<file path="src/rtl/keypad_entry_controller.sv">
// Keypad entry sequencer: collects BCD digits with backspace/clear/enter editing,
// an inactivity auto-clear, and a valid/ready hand-off of the finished command.
//
// state     | meaning
// ----------+------------------------------------------------------------
// S_EMPTY   | no digits buffered
// S_ENTRY   | 1..MAX_DIGITS digits buffered, editing and timeout active
// S_PENDING | command presented on cmd_* and held until cmd_ready_i
module keypad_entry_controller #(
  parameter int MAX_DIGITS     = 4,
  parameter int LEN_DW         = 3,
  parameter int TO_DW          = 28,
  parameter int TIMEOUT_CYCLES = 250000000
) (
  input  logic                    clk_50MHz_i,
  input  logic                    rst_sync_ha_i,
  input  logic [3:0]              key_i,
  input  logic                    key_valid_i,
  input  logic                    cmd_ready_i,
  output logic                    cmd_valid_o,
  output logic [4*MAX_DIGITS-1:0] cmd_data_o,
  output logic [LEN_DW-1:0]       cmd_len_o,
  output logic                    err_o,
  output logic                    timeout_o,
  output logic                    entry_active_o
);

  localparam int DW = 4 * MAX_DIGITS;
  localparam logic [LEN_DW-1:0] LEN_MAX = LEN_DW'(MAX_DIGITS);
  localparam bit TO_EN = (TIMEOUT_CYCLES > 0);
  localparam logic [TO_DW-1:0] TO_LAST = TO_EN ? TO_DW'(TIMEOUT_CYCLES - 1) : '0;

  typedef enum logic [1:0] {
    S_EMPTY   = 2'd0,
    S_ENTRY   = 2'd1,
    S_PENDING = 2'd2
  } state_t;

  state_t            state, state_n;
  logic [DW-1:0]     data_q, data_n;
  logic [LEN_DW-1:0] len_q, len_n;
  logic [TO_DW-1:0]  cnt_q, cnt_n;
  logic              err_q, err_n;
  logic              to_q, to_n;

  always_ff @(posedge clk_50MHz_i) begin
    if (rst_sync_ha_i) begin
      state  <= S_EMPTY;
      data_q <= '0;
      len_q  <= '0;
      cnt_q  <= '0;
      err_q  <= 1'b0;
      to_q   <= 1'b0;
    end else begin
      state  <= state_n;
      data_q <= data_n;
      len_q  <= len_n;
      cnt_q  <= cnt_n;
      err_q  <= err_n;
      to_q   <= to_n;
    end
  end

  // The idle counter defaults to zero, so any strobe or any non-ENTRY state clears it.
  always_comb begin
    state_n = state;
    data_n  = data_q;
    len_n   = len_q;
    cnt_n   = '0;
    err_n   = 1'b0;
    to_n    = 1'b0;
    if (state == S_PENDING) begin
      if (key_valid_i) err_n = 1'b1;
      if (cmd_ready_i) begin
        state_n = S_EMPTY;
        data_n  = '0;
        len_n   = '0;
      end
    end else if (key_valid_i) begin
      case (key_i)
        4'hA: begin
          if (len_q != '0) begin
            data_n = data_q >> 4;
            len_n  = len_q - 1'b1;
            if (len_q == LEN_DW'(1)) state_n = S_EMPTY;
          end else begin
            err_n = 1'b1;
          end
        end
        4'hB: begin
          state_n = S_EMPTY;
          data_n  = '0;
          len_n   = '0;
        end
        4'hF: begin
          if (len_q != '0) state_n = S_PENDING;
          else             err_n   = 1'b1;
        end
        4'hC, 4'hD, 4'hE: err_n = 1'b1;
        default: begin
          if (len_q < LEN_MAX) begin
            data_n  = (data_q << 4) | DW'(key_i);
            len_n   = len_q + 1'b1;
            state_n = S_ENTRY;
          end else begin
            err_n = 1'b1;
          end
        end
      endcase
    end else if (state == S_ENTRY && TO_EN) begin
      if (cnt_q == TO_LAST) begin
        state_n = S_EMPTY;
        data_n  = '0;
        len_n   = '0;
        to_n    = 1'b1;
      end else begin
        cnt_n = cnt_q + 1'b1;
      end
    end
  end

  assign cmd_valid_o    = (state == S_PENDING);
  assign entry_active_o = (state == S_ENTRY);
  assign cmd_data_o     = data_q;
  assign cmd_len_o      = len_q;
  assign err_o          = err_q;
  assign timeout_o      = to_q;

endmodule

</file>
<file path="config.mk">
export PLATFORM = sky130hd
export DESIGN_NAME = keypad_entry_controller
export DESIGN_NICKNAME = d
export VERILOG_FILES = /design/src/rtl/keypad_entry_controller.sv
export SDC_FILE = /design/constraint.sdc
export NUM_CORES = 1
export LEC_CHECK = 0
export BUFFER_PORTS_ARGS = -buffer_cell sky130_fd_sc_hd__buf_4
export CAP_MARGIN = 10
export CORE_ASPECT_RATIO = 1.1
export CORE_MARGIN = 2
export CORE_UTILIZATION = 45
export CTS_CLUSTER_SIZE = 16
export DETAILED_ROUTE_END_ITERATION = 16
export SYNTH_ARGS = -nofsm -noshare
export SYNTH_HDL_FRONTEND = slang
export SYNTH_SLANG_ARGS = --single-unit
export TNS_END_PERCENT = 20
</file>
<file path="constraint.sdc">
create_clock -name clk_50MHz_i -period 2.79 [get_ports clk_50MHz_i]
set_input_delay 0.279 -clock clk_50MHz_i [delete_from_list [all_inputs] [get_ports clk_50MHz_i]]
set_output_delay 0.279 -clock clk_50MHz_i [all_outputs]
set_load 0.01 [all_outputs]
</file>
# After elaboration in Yosys (flattened, before gate mapping)
# Cells that the tools add are included.
[classes]
n_eq_ne = 18
add_sub_neg = 3
n_mux = 33
n_bitwise = 2
n_reduce_logical = 10
n_lt_le_gt_ge = 1
[op_table]
columns = ["op", "n"]
rows = [
  ["2-to-1 mux 16 bit", 7],
  ["case mux 16 bit (3 select lines)", 1],
  ["adder 28 x 1 -> 28 bit (second input constant)", 1],
  ["equality test 28 bit (second input constant)", 1],
  ["equality test 4 bit (second input constant)", 6],
  ["2-to-1 mux 3 bit", 7],
  ["2-to-1 mux 2 bit", 9],
  ["OR 16 x 4 -> 16 bit", 1],
  ["inequality test 4 bit (second input constant)", 3],
  ["case mux 3 bit (3 select lines)", 1],
  ["nonzero test 3 bit", 3],
  ["case mux 2 bit (4 select lines)", 1],
  ["AND reduction 8 bit", 1],
  ["OR reduction 4 bit", 2],
  ["2-to-1 mux 1 bit", 6],
  ["inequality test 6 x 1 -> 1 bit (second input constant)", 1],
  ["AND reduction 6 bit", 1],
  ["inequality test 5 x 1 -> 1 bit (second input constant)", 1],
  ["OR reduction 5 bit", 1],
  ["adder 3 x 1 -> 3 bit (second input constant)", 1],
  ["equality test 3 x 1 -> 1 bit (second input constant)", 1],
  ["< comparator 3 bit (second input constant)", 1],
  ["inequality test 3 x 2 -> 1 bit (second input constant)", 1],
  ["inequality test 3 bit (second input constant)", 1],
  ["other kinds (8)", 8],
]
[word_totals]
wordCells = 73
register_bits = 51
in_bits = 8
output_inout_bits = 23

# Longest topological paths before layout
[depth]
depth_word = 6
mapped_depth = 8
mapped_depth_nobuf = 7

# Least setup slack after synthesis
# OpenSTA, ideal clock, no wires.
[synth_timing]
kind = "register -> register"
from = "register cnt_q[0]"
to = "register data_q[10] (netlist: cmd_data_o[10])"
stages_incl_launch_ff = 8
setup_ps = 121
required_time_ps = 2669
period_less_slack_ps = 2010
arrival_time_ps = 1889
path_buffers = 1
path_slack_ps = 780
path_cell_list = "dfxtp_1 -> ha_1 -> nand4_2 -> or3_4 -> nor3_4 -> o21a_1 -> buf_6 -> mux2_2"
[synth_between]
elab_chain_len = 3
[synth_rtl]
columns = ["item", "line_no", "rtl"]
rows = [
  ["start: declaration", "42", "logic [TO_DW-1:0] cnt_q, cnt_n;"],
  ["start signal: assignment", "58", "cnt_q <= cnt_n;"],
  ["equality test 28 bit", "111", "if (cnt_q == TO_LAST) begin"],
  ["nonzero test 3 bit (no line)", "n/a", ""],
  ["AND reduction 6 bit (no line)", "n/a", ""],
  ["end signal: assignment", "56", "data_q <= data_n;"],
  ["end: declaration", "40", "logic [DW-1:0] data_q, data_n;"],
]
# Every way passes these cells.
# A chain may end at the register's enable or synchronous reset.

# Worst setup path after layout
# Same ends and word-level chain as after synthesis.

==> metrics.md <==
| Metric | Value |
|---|---|
| Most common library cells after synthesis | dfxtp_1, nor2_1, nand2_1 |
| Lkg Pwr | approximately 1.2 nW |
| Slew @ Worst Pin | 0.8279 ns |
| Vias per cell | 5.197 |
| Worst hold margin | 0.2347 ns |
| RSZ-0062 raised after global routing | no |
| Top-area cell type share of the netlist area | 37.40% |
| Number of enable flip-flop cells after synthesis | 0 |
| Crit path max fanout | 8 |
| Die span in x | 78.27 um |
| Period Utilization, post-route | a little over four fifths |
| HP Class | in -> reg |
| Area of the mapped netlist | 2730 um^2 |
| Clock Sinks | approximately 50 |
| TritonCTS Buffers | 5 |
| Layout area overhead | 12.14% |
| CTS Hold Bufs | 0 |
| Post-DP HPWL | slightly below 4000 um |
| IR drop worst, VDD | 0.0002274 V |
| Sequential area share after synthesis | 37.40% |
| Required time worst endpoint | approximately 3 ns |
| Die Area | 6707 um^2 |
| Total Routing Usage GR | between 15 and 20% |
| Global-route wire length before repair | 9584 um |
| Detailed Routing Iterations Pass 1 | 4 |
| Worst setup SP type | flip-flop |
| Crit end category | flip-flop |
| H-tree depth | 2 |
| Clock transition at path regs | 0.09 ns |
| Fin Clk Skew | 0.005295 ns |
| Register bit total from synthesis | 51 |
| PostCTS Resize Cnt | 0 |
| Final Cell Area | a little over 3000 um^2 |
| Diode count | 0 |
| Worst endpoint data arrival time | 2.56 ns |
| Routed WL per cell | roughly 14 um |
| Routability cong. | 0.8099 |
| Hold Fails Final Rpt | 0 |
| Final core occ | 52.74% |
| Outcome | finished, final reports clean |
| Slew Viols, Final | 0 |
| Crit Path Category | reg -> reg |
| Root buf cell | clkbuf_8 |
| Final Power | 1.319 mW |
| # Post-CTS Setup Buffers | 0 |
| Share of layout cells above drive strength 1 | 18.86% |
| Max_slew headroom | 44.80% |
| DRT Wirelength | 5584 um |
| Yosys cell types | 53 |
| Peak Freq | 424.4 MHz |
| Via count | 2136 |
| Synthesized Nets | 322 |
| Starting Density | a little under half |
| Synth warn | 0 |
| Top cells by area, synth | dfxtp_1, nor2_1, xnor2_1, xor2_1, mux2i_1 |
| Ys async rst share | 0% |
| Total gr overflow | 0 |
| I/O Pins | 31 |
| Final setup fails | 0 |
| Row count | 29 |
| # DRC | 0 |
| Initial drt markers | ~130 |
| Clk_lat worst skew | 0.31 ns |
| Number of port buffers | 30 |
| TNS Setup | 0 ns |
| Die span in y | 85.69 um |
| Antenna Nets Post-Route | 0 |
| Fillcell total | 554 |
| Max-Cap Viols | 0 |
| CTS tree | done |
| CORE AREA | 5806 um^2 |
| Ys flop type | dfxtp_1 |
| Largest net degree at the start of global routing | 36 |
| Cell Area, Placed | 2958 um^2 |
| Avg Inst Size Synth | 8.835 um^2 |
| Fin nets | 346 |
| Synth area leader | dfxtp_1 |
| Most frequent cell after synthesis | dfxtp_1 |
| Minimum clock period | about 2.4 ns |
| Antenna violations before repair | 0 |
| Vias in the first global route | 2013 |
| Cells after Synth | approximately 300 |
| Clock buffer depth | 2 |
| Power per cell area | 430.7 nW/um^2 |
-- path summary, 6_finish.rpt --
kind                       startpoint                           to  slack (ns)  cells past startpoint
setup / recovery  cnt_q[0]$_SDFF_PP0_  cmd_data_o[10]$_SDFFE_PP0P_        0.43                      6
hold / removal            key_valid_i         timeout_o$_SDFF_PP0_        0.23                      2
setup reg to reg  cnt_q[0]$_SDFF_PP0_  cmd_data_o[10]$_SDFFE_PP0P_        0.43                      6
hold reg to reg   cnt_q[0]$_SDFF_PP0_          cnt_q[0]$_SDFF_PP0_        0.48                      1
-- layout make-up --
| class | count | area, um^2 | share of cell area, % |
|---|---|---|---|
| clock buffer | 7 | 96.34 | 3.147 |
| inverter | 12 | 45.04 | 1.471 |
| sequential | 51 | 1021 | 33.35 |
| clock inverter | 1 | 7.507 | 0.2452 |
| tap | 77 | 96.34 | 3.147 |
| timing repair buffer | 30 | 225.2 | 7.356 |
| multi-input combinational | 233 | 1570 | 51.29 |
-- critical path, cell delays in order (launching register included) --
cell	delay [ns]
dfxtp_1	0.39
ha_1	0.24
nand4_2	0.17
or3_4	0.45
nor3_4	0.20
o21a_1	0.41
mux2_2	0.38
-- cell families (layout without fill, tap and decap cells) --
logic type	Yosys count	after routing	share of synthesized area, %
AO/OA/AOI/OAI	29	29	7.608
buffers and inverters	25	50	5.086
adder cells (fa/ha/maj)	5	5	2.291
flip-flops	51	51	37.40
multiplexers	21	21	8.891
XOR/XNOR	26	26	8.341
AND/OR/NAND/NOR	152	152	30.39
-- routing by layer --
layer | track usage [%] | up-vias | wire [um]
met1 | 26.30 | 995 | 3024
met4 | 5.263 | 0 | 58
met3 | 3.263 | 4 | 156
li1 | - | 1109 | -
met5 | 0 | - | 0
met2 | 25.71 | 28 | 2344
-- power breakdown --
| part | total (mW) | internal [mW] | leakage (nW) | switching [mW] |
|---|---|---|---|---|
| clock | 0.485 | 0.226 | 0.0505 | 0.259 |
| sequential | 0.737 | 0.732 | 0.411 | 0.00502 |
| combinational | 0.0965 | 0.0407 | 0.711 | 0.0558 |
-- layout by cell type, fill, tap and decap left out, types with 2 or more instances in the layout --
cell type	count
nand2b_1	13
nand4_1	12
nor4_1	3
mux2_4	5
mux2_2	5
o221ai_1	2
a31oi_1	2
mux2i_1	10
a22oi_1	10
nand3_1	10
nand2_1	23
a21oi_1	3
buf_4	30
xor2_1	12
and4_1	4
nand3b_1	2
xnor2_1	14
clkbuf_8	7
nor2b_1	6
o21ai_0	4
nor2_1	48
nor3_1	5
ha_1	5
inv_1	11
and2b_2	4
dfxtp_1	51
o311ai_0	2
and3_1	8
nor3b_2	2
-- stage by stage --
step	cells	setup WS, ns
3_5_place_dp	403	0.4353
5_1_grt	411	0.3262
6_report	411	0.4336
2_1_floorplan	309	0.7803
4_1_cts	411	0.4218
3_3_place_gp	403	0.5130
-- flip-flops by register name, summed over array words and instances, names as in the netlist --
| name | cells |
|---|---|
| cmd_len_o | 3 |
| timeout_o | 1 |
| err_o | 1 |
| cmd_data_o | 16 |
| state | 2 |
| cnt_q | 28 |
Note: power is estimated with default switching activity, not from simulation.
